===== src/rtl/multicycle_control_fsm.sv =====
// multicycle_control_fsm: multi-cycle MIPS control unit.
// Sequences fetch/decode/execute/memory/writeback, handshakes memory through
// memReq/memAck with a bounded wait, and latches a sticky fault on an illegal
// opcode or an acknowledge timeout.
module multicycle_control_fsm #(
    parameter int ACK_TIMEOUT   = 16,
    parameter bit ENABLE_BRANCH = 1'b1
) (
    input  logic       clk,
    input  logic       rst_n,
    input  logic [5:0] opcode,
    input  logic       memAck,
    output logic       memReq,
    output logic       memWe,
    output logic       iorD,
    output logic       irWrite,
    output logic       pcWrite,
    output logic       pcWriteCond,
    output logic       branchNe,
    output logic [1:0] pcSource,
    output logic       regWrite,
    output logic       regDest,
    output logic       memToReg,
    output logic       signExtend,
    output logic       aluSrcA,
    output logic [1:0] aluSrcB,
    output logic       aluFunctSrc,
    output logic [5:0] aluFunct,
    output logic [4:0] aluShamt,
    output logic       instrRetired,
    output logic       fault,
    output logic [1:0] faultCode
);

    // A zero timeout disables the check; keep the counter at least one bit wide.
    localparam int CW = (ACK_TIMEOUT > 0) ? $clog2(ACK_TIMEOUT + 1) : 1;
    localparam logic [CW-1:0] LIMIT = CW'(ACK_TIMEOUT);

    typedef enum logic [3:0] {
        S_IDLE       = 4'd0,
        S_FETCH      = 4'd1,
        S_DECODE     = 4'd2,
        S_EXEC_R     = 4'd3,
        S_EXEC_I     = 4'd4,
        S_MEM_ADDR   = 4'd5,
        S_MEM_ACCESS = 4'd6,
        S_WB_ALU     = 4'd7,
        S_WB_MEM     = 4'd8,
        S_BRANCH     = 4'd9,
        S_JUMP       = 4'd10,
        S_FAULT      = 4'd11
    } state_t;

    state_t          r_state;
    state_t          w_next;
    logic [5:0]      r_op;
    logic [5:0]      w_op_next;
    logic [CW-1:0]   r_cnt;
    logic [CW-1:0]   w_cnt_next;
    logic [1:0]      r_fault_code;
    logic [1:0]      w_fc_next;
    logic            w_timeout;

    // Successor of DECODE for a given opcode; anything unlisted is illegal.
    function automatic state_t decode_next(input logic [5:0] op);
        state_t s;
        if (op == 6'b000000) begin
            s = S_EXEC_R;
        end else if (op[5:3] == 3'b001) begin
            s = S_EXEC_I;
        end else if ((op == 6'b100011) || (op == 6'b101011)) begin
            s = S_MEM_ADDR;
        end else if (ENABLE_BRANCH && ((op == 6'b000100) || (op == 6'b000101))) begin
            s = S_BRANCH;
        end else if (ENABLE_BRANCH && (op == 6'b000010)) begin
            s = S_JUMP;
        end else begin
            s = S_FAULT;
        end
        return s;
    endfunction

    // The wait limit is reached only when the check is enabled.
    assign w_timeout = (ACK_TIMEOUT != 0) && (r_cnt == LIMIT);

    // State, latched opcode, wait counter and fault code registers.
    always_ff @(posedge clk) begin
        if (!rst_n) begin
            r_state      <= S_IDLE;
            r_op         <= 6'd0;
            r_cnt        <= {CW{1'b0}};
            r_fault_code <= 2'b00;
        end else begin
            r_state      <= w_next;
            r_op         <= w_op_next;
            r_cnt        <= w_cnt_next;
            r_fault_code <= w_fc_next;
        end
    end

    // Next-state logic; the counter only survives while a request keeps waiting.
    always_comb begin
        w_next     = r_state;
        w_op_next  = r_op;
        w_cnt_next = {CW{1'b0}};
        w_fc_next  = r_fault_code;
        case (r_state)
            S_IDLE:     w_next = S_FETCH;
            S_FETCH: begin
                if (memAck) begin
                    w_next = S_DECODE;
                end else if (w_timeout) begin
                    w_next    = S_FAULT;
                    w_fc_next = 2'b10;
                end else begin
                    w_next     = S_FETCH;
                    w_cnt_next = r_cnt + CW'(1);
                end
            end
            S_DECODE: begin
                w_next    = decode_next(opcode);
                w_op_next = opcode;
                if (w_next == S_FAULT) begin
                    w_fc_next = 2'b01;
                end else begin
                    w_fc_next = r_fault_code;
                end
            end
            S_EXEC_R:   w_next = S_WB_ALU;
            S_EXEC_I:   w_next = S_WB_ALU;
            S_MEM_ADDR: w_next = S_MEM_ACCESS;
            S_MEM_ACCESS: begin
                if (memAck) begin
                    w_next = r_op[3] ? S_FETCH : S_WB_MEM;
                end else if (w_timeout) begin
                    w_next    = S_FAULT;
                    w_fc_next = 2'b10;
                end else begin
                    w_next     = S_MEM_ACCESS;
                    w_cnt_next = r_cnt + CW'(1);
                end
            end
            S_WB_ALU:   w_next = S_FETCH;
            S_WB_MEM:   w_next = S_FETCH;
            S_BRANCH:   w_next = S_FETCH;
            S_JUMP:     w_next = S_FETCH;
            S_FAULT:    w_next = S_FAULT;
            default: begin
                w_next    = S_FAULT;
                w_fc_next = 2'b01;
            end
        endcase
    end

    // Moore control decode; FETCH writes and the sw retire pulse follow memAck.
    always_comb begin
        memReq       = 1'b0;
        memWe        = 1'b0;
        iorD         = 1'b0;
        irWrite      = 1'b0;
        pcWrite      = 1'b0;
        pcWriteCond  = 1'b0;
        branchNe     = 1'b0;
        pcSource     = 2'b00;
        regWrite     = 1'b0;
        regDest      = 1'b0;
        memToReg     = 1'b0;
        signExtend   = 1'b0;
        aluSrcA      = 1'b0;
        aluSrcB      = 2'b00;
        aluFunctSrc  = 1'b0;
        aluFunct     = 6'b000000;
        aluShamt     = 5'd0;
        instrRetired = 1'b0;
        fault        = 1'b0;
        faultCode    = 2'b00;
        case (r_state)
            S_IDLE: begin
                memReq = 1'b0;
            end
            S_FETCH: begin
                memReq      = 1'b1;
                aluSrcB     = 2'b01;
                aluFunctSrc = 1'b1;
                aluFunct    = 6'b100001;
                irWrite     = memAck;
                pcWrite     = memAck;
            end
            S_DECODE: begin
                aluSrcB     = 2'b11;
                signExtend  = 1'b1;
                aluFunctSrc = 1'b1;
                aluFunct    = 6'b100001;
            end
            S_EXEC_R: begin
                aluSrcA = 1'b1;
                aluSrcB = 2'b00;
            end
            S_EXEC_I: begin
                aluSrcA     = 1'b1;
                aluSrcB     = 2'b10;
                aluFunctSrc = 1'b1;
                signExtend  = ~r_op[2];
                if (r_op == 6'b001111) begin
                    aluFunct = 6'b000000;
                    aluShamt = 5'd16;
                end else begin
                    aluFunct = {2'b10, ~r_op[2] & r_op[1], r_op[2:0]};
                end
            end
            S_MEM_ADDR: begin
                aluSrcA     = 1'b1;
                aluSrcB     = 2'b10;
                signExtend  = 1'b1;
                aluFunctSrc = 1'b1;
                aluFunct    = 6'b100001;
            end
            S_MEM_ACCESS: begin
                memReq       = 1'b1;
                iorD         = 1'b1;
                memWe        = r_op[3];
                instrRetired = memAck & r_op[3];
            end
            S_WB_ALU: begin
                regWrite     = 1'b1;
                regDest      = (r_op == 6'b000000);
                instrRetired = 1'b1;
            end
            S_WB_MEM: begin
                regWrite     = 1'b1;
                memToReg     = 1'b1;
                instrRetired = 1'b1;
            end
            S_BRANCH: begin
                aluSrcA      = 1'b1;
                aluFunctSrc  = 1'b1;
                aluFunct     = 6'b100011;
                pcWriteCond  = 1'b1;
                branchNe     = r_op[0];
                pcSource     = 2'b01;
                instrRetired = 1'b1;
            end
            S_JUMP: begin
                pcWrite      = 1'b1;
                pcSource     = 2'b10;
                instrRetired = 1'b1;
            end
            S_FAULT: begin
                fault     = 1'b1;
                faultCode = r_fault_code;
            end
            default: begin
                fault = 1'b1;
            end
        endcase
    end

endmodule

===== config.mk =====
export PLATFORM = sky130hd
export DESIGN_NAME = multicycle_control_fsm
export DESIGN_NICKNAME = d
export VERILOG_FILES = /design/src/rtl/multicycle_control_fsm.sv
export SDC_FILE = /design/constraint.sdc
export NUM_CORES = 1
export LEC_CHECK = 0
export ABC_CLOCK_PERIOD_IN_PS = 2000
export CORE_ASPECT_RATIO = 1.2
export CORE_MARGIN = 2
export CORE_UTILIZATION = 37
export CTS_BUF_LIST = sky130_fd_sc_hd__clkbuf_4 sky130_fd_sc_hd__clkbuf_8 sky130_fd_sc_hd__clkbuf_16
export CTS_CLUSTER_SIZE = 28
export DETAILED_ROUTE_END_ITERATION = 10
export PLACE_DENSITY = 0.67
export SKIP_LAST_GASP = 1
export SLEW_MARGIN = 20
export SYNTH_ARGS = -nofsm -noshare
export SYNTH_HDL_FRONTEND = slang
export SYNTH_SLANG_ARGS = --single-unit

===== constraint.sdc =====
create_clock -name clk -period 2 [get_ports clk]
set_input_delay 0.4 -clock clk [delete_from_list [all_inputs] [get_ports clk]]
set_output_delay 0.4 -clock clk [all_outputs]
set_load 0.05 [all_outputs]

==> run_results.csv <==
group,metric,value,unit
routing,avgRoutedWirePerCell,14.89,um
finish,num_antenna_cells,0,
routing,first_iter_violations,59,
critical_path,path_cells,"buf_4 -> nand2b_1 -> nor2_2 -> or2_2 -> buf_12",
placement,dpl-instance-area,2056,sq um
clocking,root_buffer,"clkbuf_8",
pwr,ir_drop,0.0007030,V
global_routing,grt_use_met3,2.052,%
critical_path,crit_fanout,11,
synth,synth-seq-area-share,25.71,%
synth,yosysWarnings,0,
global_routing,grt_usage,20.29,%
placement,place_inst,260,
critical_path,worstPathRequired,1.60,ns
floorplan,io_pins,41,
clocking,cts_tree,"built",
clocking,cts_max_level,1,
timing,fmax,0.5032,GHz
floorplan,initial_core_util,38.98,%
critical_path,crit_type,"reg -> out",
run_status,outcome,"finished, violations left",
global_routing,use_met2,35.71,%
timing,rsz0062_at_grt,"true",
placement,gp_congestion,0.8985,
critical_path,rr_startpoint,"r_cnt[0]",
clocking,clock-sinks,17,
clocking,cts_buffer_depth,2,
run_status,violations,"design-rule violations",
global_routing,met1_usage,26.00,%
synth,synthFlopType,"dfxtp_1",
finish,final_nets,239,
floorplan,fp.dieH,69.52,um
global_routing,grt.busiest_layer,"met2",
synth,syn_avg_cell_area,7.234,sq um
routing,ant_nets,0,
global_routing,grt_max_degree,16,
critical_path,cp_slowest_cell,"dfxtp_4",
synth,netlist_area,1324,sq um
critical_path,critPathMaxStageDelay,0.41,ns
floorplan,chipWidth,58.60,um
critical_path,critPathBufInv,2,
timing,fin_crit_sh,99.37,%
synth,synth_cells,183,
finish,design_area,2150,sq um
pwr,leakagePower,0.8615,nW
pwr,power_density,1075,nW/um^2
timing,hold_violations,0,
finish,final_core_utilization,63.30,%
timing,hold_ws,0.4604,ns
synth,synth_edf_count,0,
global_routing,grt_first_pass_wirelength,6768,um
placement,place_hpwl,3134,um
routing,vias_per_cell,5.568,
hold_path,hold_path_class,"reg -> reg",
routing,first_pass_iters,7,
global_routing,antenna_found_initial,0,
clocking,postCtsSetupRepairBufs,0,
timing,final.setup_skew,0.001550,ns
critical_path,cp-start-kind,"flop",
finish,area_growth,62.38,%
floorplan,core,3396,sq um
timing,fin_crit,1.987,ns
clocking,cts_inserted_buffers,3,
timing,drv_slew,0,
routing,vias,1470,
synth,async_flop_share,0,%
critical_path,crit_family,"simple AND/OR/NAND/NOR gates",
hold_path,holdCritStartpoint,"r_fault_code[0]",
clocking,clkLatencyLatePin,0.25,ns
finish,drive_above_1_share,33.04,%
critical_path,critPathCaptureType,"output pin",
placement,io_buffers,35,
timing,setup_viol,0,
synth,ys_ff_latch,17,
global_routing,grt.overflow.total,0,
synth,synth.distinct_cells,47,
critical_path,worstSetupStartpoint,"r_state[2]",
floorplan,die_area,4074,sq um
critical_path,worst_ep_arrival_time,1.59,ns
clocking,path_clk_slew,0.06,ns
routing,wl,3931,um
finish,fin_cells,264,
floorplan,rows,23,
routing,drcViolationCount,6,
flow_run,drv_cap,0,
finish,fillers,301,
global_routing,grt_pass1_vias,1470,
-- flip-flops by register name, indices dropped and copies added, names as in the netlist --
name,count
r_cnt,5
r_fault_code,2
r_op,6
r_state,4
-- stage by stage --
step	setup WS (ns)	power, W	setup TNS [ns]
final	0.01252	0.002310	0
after global routing	-0.06770	0.002430	-0.1318
after CTS	0.003497	0.002279	0
after detailed placement	0.07979	0.002008	0
after global placement	0.1489	0.001978	0
after floorplan	-0.2915	0.001336	-0.7544
-- synth_stat cells (2+ instances only) --
| cell type | instances | share of area [%] |
|---|---|---|
| buf_4 | 6 | 3.4 |
| dfxtp_1 | 17 | 26 |
| a32oi_1 | 2 | 1.3 |
| and3_1 | 5 | 2.4 |
| nor3_1 | 2 | 0.76 |
| and4_1 | 2 | 1.3 |
| o21a_1 | 4 | 2.3 |
| nand2_1 | 24 | 6.8 |
| inv_1 | 7 | 2.0 |
| a21boi_0 | 8 | 4.5 |
| a22oi_1 | 2 | 1.1 |
| nand3_1 | 6 | 2.3 |
| a31oi_1 | 2 | 0.95 |
| and2_1 | 3 | 1.4 |
| buf_6 | 2 | 1.7 |
| nor2_1 | 25 | 7.1 |
| a21oi_1 | 6 | 2.3 |
| xor2_1 | 2 | 1.3 |
| clkbuf_1 | 7 | 2.0 |
| and3b_1 | 2 | 1.3 |
| o31ai_1 | 2 | 1.1 |
| buf_2 | 3 | 1.1 |
| nor2b_1 | 3 | 1.4 |
| nor4_1 | 3 | 1.4 |
| mux2i_1 | 2 | 1.5 |
| o21ai_0 | 9 | 3.4 |
| o31a_1 | 2 | 1.3 |
| nand2b_1 | 5 | 2.4 |
| ha_1 | 2 | 1.9 |
-- tightest hold or removal path, stage by stage (launching register included) --
cell	delay (ns)
dfxtp_1	0.31
nand2_1	0.05
mux2i_1	0.06
-- per-layer routing --
| layer | vias to the layer above | routed length, um |
|---|---|---|
| met5 | - | 0 |
| met4 | 0 | 49 |
| met3 | 6 | 219 |
| met2 | 56 | 2107 |
| met1 | 688 | 1555 |
| li1 | 720 | - |
-- area by class of cell --
type	count	area [sq um]	share of cell area, %
Tap cell	37	46.29	2.154
Clock buffer	4	48.80	2.270
Sequential cell	17	354.1	16.47
Inverter	7	26.28	1.222
Multi-Input combinational cell	145	948.4	44.12
Timing Repair Buffer	54	725.7	33.76
-- report_power, final --
part	switching [W]	internal, W	leakage [nW]
Clock	0.000107	0.000155	0.0262
Sequential	0.0000766	0.000396	0.141
Combinational	0.000902	0.000674	0.694
Total	0.00109	0.00122	0.861
-- logic make-up after synthesis --
group                      after synthesis  synth area share (%)
muxes                                    2                 1.512
DFF                                     17                 25.71
xor gates and xnor gates                 3                 1.985
other                                    1                0.2833
adders and majority gates                2                 1.890
AOI/OAI and AO/OA                       44                 23.44
and+or+nand+nor                         89                 34.97
buffers and inverters                   25                 10.21
-- layout by cell type, fill, tap and decap left out, types with 3 or more instances in the layout --
cell type and instances:
dfxtp_1 12, clkdlybuf4s50_1 8, buf_4 22, nand3_1 6, nand2b_1 5, conb_1 5
inv_1 6, buf_12 24, a21oi_1 6, dfxtp_4 3, nor2_1 20, nor2_2 3
o21ai_0 6, nand2_1 24, a21boi_0 7, and3_1 5, o21a_1 4, clkbuf_8 3
-- worst paths after layout --
path         cells past startpoint              end  slack [ns]
min                              2  r_fault_code[0]        0.46
min reg2reg                      2  r_fault_code[0]        0.46
max reg2reg                      7       r_state[2]        0.34
max                              5          pcWrite        0.01
-- repair_timing --
action / 4_1_cts / 5_1_grt
resized for setup: 3 / 11
endpoints found under the setup margin: 9 / 11
hold buffers: 0 / 0
pin swaps: 0 / 1
(Power assumes the default switching activity.)
